**src/rtl/ysyx_22050710_lsu_pkg.sv**
```systemverilog
// Shared LSU definitions: sequencer states, access-size codes and bus response codes.
package ysyx_22050710_lsu_pkg;

   typedef enum logic [2:0] {
      ST_IDLE  = 3'd0,
      ST_RADDR = 3'd1,
      ST_RDATA = 3'd2,
      ST_WREQ  = 3'd3,
      ST_WRESP = 3'd4,
      ST_RESP  = 3'd5
   } lsu_state_e;

   typedef enum logic [1:0] {
      SZ_B = 2'd0,
      SZ_H = 2'd1,
      SZ_W = 2'd2,
      SZ_D = 2'd3
   } lsu_size_e;

   localparam logic [1:0] RESP_OKAY   = 2'b00;
   localparam logic [2:0] MEMOP_RSVD  = 3'b111;
   localparam int         TIMEOUT_DEF = 255;

endpackage

```
**src/rtl/ysyx_22050710_lsu_align.sv**
```systemverilog
// Byte-lane helpers for one 64-bit bus word: alignment check, store lane
// placement (strobe + data) and load lane extraction.
module ysyx_22050710_lsu_align
   import ysyx_22050710_lsu_pkg::*;
(
   input  logic [2:0]  off,
   input  lsu_size_e   size,
   input  logic [63:0] wdata,
   input  logic [63:0] rdata,
   output logic        misaligned,
   output logic [7:0]  wstrb,
   output logic [63:0] wdata_sh,
   output logic [63:0] rdata_sh
);

   logic [2:0] low_mask;
   logic [7:0] byte_mask;

   always_comb begin
      low_mask  = 3'b000;
      byte_mask = 8'h01;
      case (size)
         SZ_B:    begin low_mask = 3'b000; byte_mask = 8'h01; end
         SZ_H:    begin low_mask = 3'b001; byte_mask = 8'h03; end
         SZ_W:    begin low_mask = 3'b011; byte_mask = 8'h0F; end
         default: begin low_mask = 3'b111; byte_mask = 8'hFF; end
      endcase
   end

   assign misaligned = |(off & low_mask);
   assign wstrb      = byte_mask << off;
   assign wdata_sh   = wdata << {off, 3'b000};
   assign rdata_sh   = rdata >> {off, 3'b000};

endmodule

```
**src/rtl/ysyx_22050710_lsu_ctrl.sv**
```systemverilog
// Load/store sequencer: takes one EXU request, runs it over the split
// read/write valid-ready bus, and returns a one-cycle completion with fault flag.
module ysyx_22050710_lsu_ctrl
   import ysyx_22050710_lsu_pkg::*;
#(
   parameter int TIMEOUT = TIMEOUT_DEF
) (
   input  logic        i_clk,
   input  logic        i_rst_n,
   input  logic        i_req_valid,
   output logic        o_req_ready,
   input  logic        i_wen,
   input  logic [63:0] i_addr,
   input  logic [63:0] i_wdata,
   input  logic [2:0]  i_MemOP,
   output logic        o_resp_valid,
   output logic [63:0] o_rdata,
   output logic        o_fault,
   output logic        o_stall,
   output logic        o_mem_arvalid,
   input  logic        i_mem_arready,
   output logic [63:0] o_mem_araddr,
   input  logic        i_mem_rvalid,
   output logic        o_mem_rready,
   input  logic [63:0] i_mem_rdata,
   input  logic [1:0]  i_mem_rresp,
   output logic        o_mem_wvalid,
   input  logic        i_mem_wready,
   output logic [63:0] o_mem_waddr,
   output logic [63:0] o_mem_wdata,
   output logic [7:0]  o_mem_wstrb,
   input  logic        i_mem_bvalid,
   output logic        o_mem_bready,
   input  logic [1:0]  i_mem_bresp
);

   localparam int              CW       = $clog2(TIMEOUT + 1);
   localparam logic [CW-1:0]   TMO_LAST = CW'(TIMEOUT - 1);

   lsu_state_e    state_q, state_d;
   logic [CW-1:0] tmo_cnt;
   logic [63:0]   addr_p0, wdata_p0, rdata_q;
   lsu_size_e     size_p0;
   logic          rsvd_p0, fault_q;
   logic          misaligned, bad_req, accept, in_wait, tmo_hit, set_fault, rd_beat;
   logic [7:0]    wstrb;
   logic [63:0]   wdata_sh, rdata_sh;

   assign accept  = (state_q == ST_IDLE) & i_req_valid;
   assign bad_req = misaligned | rsvd_p0;
   assign in_wait = state_q inside {ST_RADDR, ST_RDATA, ST_WREQ, ST_WRESP};
   assign tmo_hit = in_wait & (tmo_cnt == TMO_LAST);

   ysyx_22050710_lsu_align u_align (
      .off        (addr_p0[2:0]),
      .size       (size_p0),
      .wdata      (wdata_p0),
      .rdata      (i_mem_rdata),
      .misaligned (misaligned),
      .wstrb      (wstrb),
      .wdata_sh   (wdata_sh),
      .rdata_sh   (rdata_sh)
   );

   // request capture stage
   always_ff @(posedge i_clk) begin
      if (accept) begin
         addr_p0  <= i_addr;
         wdata_p0 <= i_wdata;
         size_p0  <= lsu_size_e'(i_MemOP[2:1]);
         rsvd_p0  <= (i_MemOP == MEMOP_RSVD);
      end
   end

   // The first cycle after accept judges the captured request; a bad one
   // leaves without ever raising a bus valid.
   always_comb begin
      state_d   = state_q;
      set_fault = 1'b0;
      rd_beat   = 1'b0;
      case (state_q)
         ST_IDLE: begin
            if (i_req_valid) state_d = i_wen ? ST_WREQ : ST_RADDR;
         end
         ST_RADDR: begin
            if (bad_req) begin
               state_d   = ST_RESP;
               set_fault = 1'b1;
            end else if (i_mem_arready) begin
               state_d = ST_RDATA;
            end else if (tmo_hit) begin
               state_d   = ST_RESP;
               set_fault = 1'b1;
            end
         end
         ST_RDATA: begin
            if (i_mem_rvalid) begin
               state_d   = ST_RESP;
               rd_beat   = 1'b1;
               set_fault = (i_mem_rresp != RESP_OKAY);
            end else if (tmo_hit) begin
               state_d   = ST_RESP;
               set_fault = 1'b1;
            end
         end
         ST_WREQ: begin
            if (bad_req) begin
               state_d   = ST_RESP;
               set_fault = 1'b1;
            end else if (i_mem_wready) begin
               state_d = ST_WRESP;
            end else if (tmo_hit) begin
               state_d   = ST_RESP;
               set_fault = 1'b1;
            end
         end
         ST_WRESP: begin
            if (i_mem_bvalid) begin
               state_d   = ST_RESP;
               set_fault = (i_mem_bresp != RESP_OKAY);
            end else if (tmo_hit) begin
               state_d   = ST_RESP;
               set_fault = 1'b1;
            end
         end
         ST_RESP: state_d = ST_IDLE;
         default: state_d = ST_IDLE;
      endcase
   end

   // control / response stage
   always_ff @(posedge i_clk) begin
      if (!i_rst_n) begin
         state_q <= ST_IDLE;
         tmo_cnt <= '0;
         fault_q <= 1'b0;
         rdata_q <= '0;
      end else begin
         state_q <= state_d;
         if (state_d != state_q) tmo_cnt <= '0;
         else if (in_wait)       tmo_cnt <= tmo_cnt + CW'(1);
         if (accept)         fault_q <= 1'b0;
         else if (set_fault) fault_q <= 1'b1;
         if (accept)       rdata_q <= '0;
         else if (rd_beat) rdata_q <= (i_mem_rresp == RESP_OKAY) ? rdata_sh : '0;
      end
   end

   assign o_req_ready   = (state_q == ST_IDLE);
   assign o_resp_valid  = (state_q == ST_RESP);
   assign o_fault       = o_resp_valid & fault_q;
   assign o_rdata       = rdata_q;
   assign o_stall       = ((state_q != ST_IDLE) & (state_q != ST_RESP)) | (o_req_ready & i_req_valid);

   // IDLE keeps both response channels ready so stray beats drain harmlessly.
   assign o_mem_arvalid = (state_q == ST_RADDR) & ~bad_req;
   assign o_mem_araddr  = {addr_p0[63:3], 3'b000};
   assign o_mem_rready  = (state_q == ST_IDLE) | (state_q == ST_RDATA);
   assign o_mem_wvalid  = (state_q == ST_WREQ) & ~bad_req;
   assign o_mem_waddr   = {addr_p0[63:3], 3'b000};
   assign o_mem_wdata   = wdata_sh;
   assign o_mem_wstrb   = wstrb;
   assign o_mem_bready  = (state_q == ST_IDLE) | (state_q == ST_WRESP);

endmodule

```
**config.mk**
```make
export PLATFORM = sky130hd
export DESIGN_NAME = ysyx_22050710_lsu_ctrl
export DESIGN_NICKNAME = d
export VERILOG_FILES = /design/src/rtl/ysyx_22050710_lsu_pkg.sv /design/src/rtl/ysyx_22050710_lsu_align.sv /design/src/rtl/ysyx_22050710_lsu_ctrl.sv
export SDC_FILE = /design/constraint.sdc
export NUM_CORES = 1
export LEC_CHECK = 0
export ABC_AREA = 1
export CAP_MARGIN = 20
export CORE_AREA = 3 3 184 186
export DETAILED_ROUTE_END_ITERATION = 6
export DIE_AREA = 0 0 187 189
export GPL_TIMING_DRIVEN = 0
export PLACE_DENSITY = 0.79
export SYNTH_ARGS = -nofsm -noshare
export SYNTH_HDL_FRONTEND = slang
export SYNTH_SLANG_ARGS = --single-unit
```
**constraint.sdc**
```tcl
create_clock -name i_clk -period 4.12 [get_ports i_clk]
set_input_delay 0.824 -clock i_clk [delete_from_list [all_inputs] [get_ports i_clk]]
set_output_delay 0.824 -clock i_clk [all_outputs]
set_load 0.02 [all_outputs]
```
==> qor.yml <==
grt_use_met1_pct: 31.78
drc: 0
drive_gt1_share_pct: 14.27
grt_pass1_vias: 11490
synth_flop_cell: "edfxtp_1"
fin_crit_ns: 3.986
use_met3_pct: 6.277
vias: 11460
relSlewSlack_pct: 48.05
hold_path_class: "reg -> reg"
dieWidth_um: 187
grt_usage_pct: 27.44
io_buffers: 472
layout_commonest_cell: "clkdlybuf4s50_1"
gp_congestion: 0.9707
hold_viol: 0
async_flop_share_pct: 0
die_y_um: 189
antenna_cells: 0
cts-root-buf: "clkbuf_16"
rsz0062_at_grt: "false"
busiest_layer: "met2"
vdd_drop_max_uv: 403.8
clk_latency_ns: 0.52
die_area_um2: 35340
cp-start-kind: "flop"
synth_area_um2: 11210
synth.avg_cell_area_um2: 8.643
drt_iter0_drc: 1083
wl_per_cell_um: 22.52
final_util_pct: 53.38
numCtsBuffers: 23
via_per_inst: 5.077
cts_buffer_depth: 3
use_met2_pct: 48.80
cts_sinks: 207
synth_edf_count: 131
synth.distinct_cells: 45
synth_seq_area_share_pct: 48.67
synthCells: 1297
tightestPinTransition_ns: 0.7793
grt_pass1_wl_um: 73020
endpoint_kind: "output port"
cp.required_ns: 3.30
dp_hpwl_um: 40090
nets: 2008
outcome: "completed"
final_cell_mix: "clkdlybuf4s50_1 (472), nand2_1 (293), edfxtp_1 (131)"
syn2layout_area_growth_pct: 54.55
cts_max_level: 1
drtAntennaViolNets: 0
ys.warnings.count: 0
p_per_area_nw_per_um2: 560.3
critPathMaxFanout: 10
rows: 66
timing.fmax_ghz: 0.2509
hold_buffers: 0
setup_tns_ns: 0
synth_seq_cells: 207
clk_pin_slew_ns: 0.06
drt_pre_antenna_iters: 6
io_pins: 479
power.leakage_uw: 0.006678
arrival_ns: 3.16
crit_type: "reg -> out"
grt_max_degree: 100
core_um2: 32450
overflow: 0
routed_wl_um: 50820
maxSlewViolCount: 0
setup_viol: 0
cts_tree: "built"
antenna_found_initial: 0
min_period_over_period_pct: 96.75
finClkSkew_ns: 0.01365
initial_core_util_pct: 34.54
maxCapViolations: 0
power breakdown:
part           total, uW  switching, uW  internal (uW)
clock               2140            875           1260
sequential          2860            197           2660
combinational       4720           2810           1910
total               9710           3880           5830
cells by family after synthesis:
kind of cell | Yosys count | synth area share (%)
adders and majority gates | 2 | 0.2232
other | 1 | 0.03345
DFF | 207 | 48.67
muxes | 35 | 3.125
buffers and inverters | 288 | 14.64
and+or+nand+nor | 484 | 18.84
AOI/OAI and AO/OA | 273 | 13.92
xor gates and xnor gates | 7 | 0.5469
per-stage QoR:
step | cells | setup WS (ns) | total power, uW | cell area [um2] | hold WS [ns]
2_1_floorplan | 1302 | 0.01293 | 5465 | 11230 | 0.5256
3_3_place_gp | 2216 | -1.513 | 7586 | 16510 | 0.4549
3_5_place_dp | 2217 | 0.4302 | 7569 | 16540 | 0.4568
4_1_cts | 2258 | 0.007618 | 9722 | 17320 | 0.4662
5_1_grt | 2257 | 0.009791 | 10120 | 17320 | 0.4738
6_report | 2257 | 0.1339 | 9707 | 17320 | 0.4635
sequential cells by signal, summed over array words and instances, names as in the netlist:
name	flops
addr_p0	64
o_rdata	64
wdata_p0	64
tmo_cnt	8
state_q	3
size_p0	2
fault_q	1
rsvd_p0	1
critical path, stage by stage (launching register included):
cell             delay, ns
edfxtp_1              0.44
inv_1                 0.11
buf_2                 0.22
nand2_1               0.22
clkbuf_1              0.41
o22ai_1               0.30
inv_1                 0.08
o21ai_0               0.18
clkdlybuf4s50_1       0.69
timing repair:
item,in CTS,in global routing
buffers inserted,0,0
pin swaps,0,0
endpoints found under the setup margin,3,23
gates resized for setup,2,10
worst paths after layout:
check	to	startpoint	depth (start not counted)	slack [ns]
worst max register to register	o_rdata[15]$_SDFFE_PP0P_	addr_p0[0]$_DFFE_PP_	7	1.73
worst max-delay path	o_mem_wdata[52]	addr_p0[0]$_DFFE_PP_	8	0.13
worst min-delay path	o_rdata[58]$_SDFFE_PP0P_	o_rdata[58]$_SDFFE_PP0P_	2	0.46
worst min register to register	o_rdata[58]$_SDFFE_PP0P_	o_rdata[58]$_SDFFE_PP0P_	2	0.46
layout make-up:
class / instances / area, um2
clock inverters: 12 / 118.9
plain buffers: 209 / 1355
repair buffers: 473 / 4752
inverters: 78 / 297.8
clock buffers: 29 / 660.6
fillers: 2937 / 15130
flip-flops and latches: 207 / 5455
well taps: 442 / 553.0
multi-input cells: 807 / 4131
cells in the mapped netlist, types with 3 or more instances:
cell        n  area share [%]
a21oi_1    80             3.6
a22oi_1     5            0.33
buf_1      10            0.33
buf_2      34             1.5
buf_4     128             8.6
buf_6       5            0.50
clkbuf_1   33             1.1
dfxtp_1    76              14
edfxtp_1  131              35
inv_1      73             2.4
inv_2       5            0.17
mux2i_1    35             3.1
nand2_1   293             9.8
nand2_2     5            0.28
nand3_1    51             2.3
nand4_1     3            0.17
nor2_1     85             2.8
nor2_4      3            0.30
nor3_1      6            0.27
nor3_2      8            0.71
o211ai_1   47             3.1
o21ai_0   112             5.0
o221ai_1    7            0.55
o22ai_1    14            0.78
or2_2      16            0.89
xor2_1      5            0.39
layer usage:
layer	up-vias	wire, um
li1	5256	-
met1	5324	18610
met5	-	0
met3	142	4662
met2	737	25090
met4	0	2460
No activity file was read; power rests on OpenSTA's default activity.
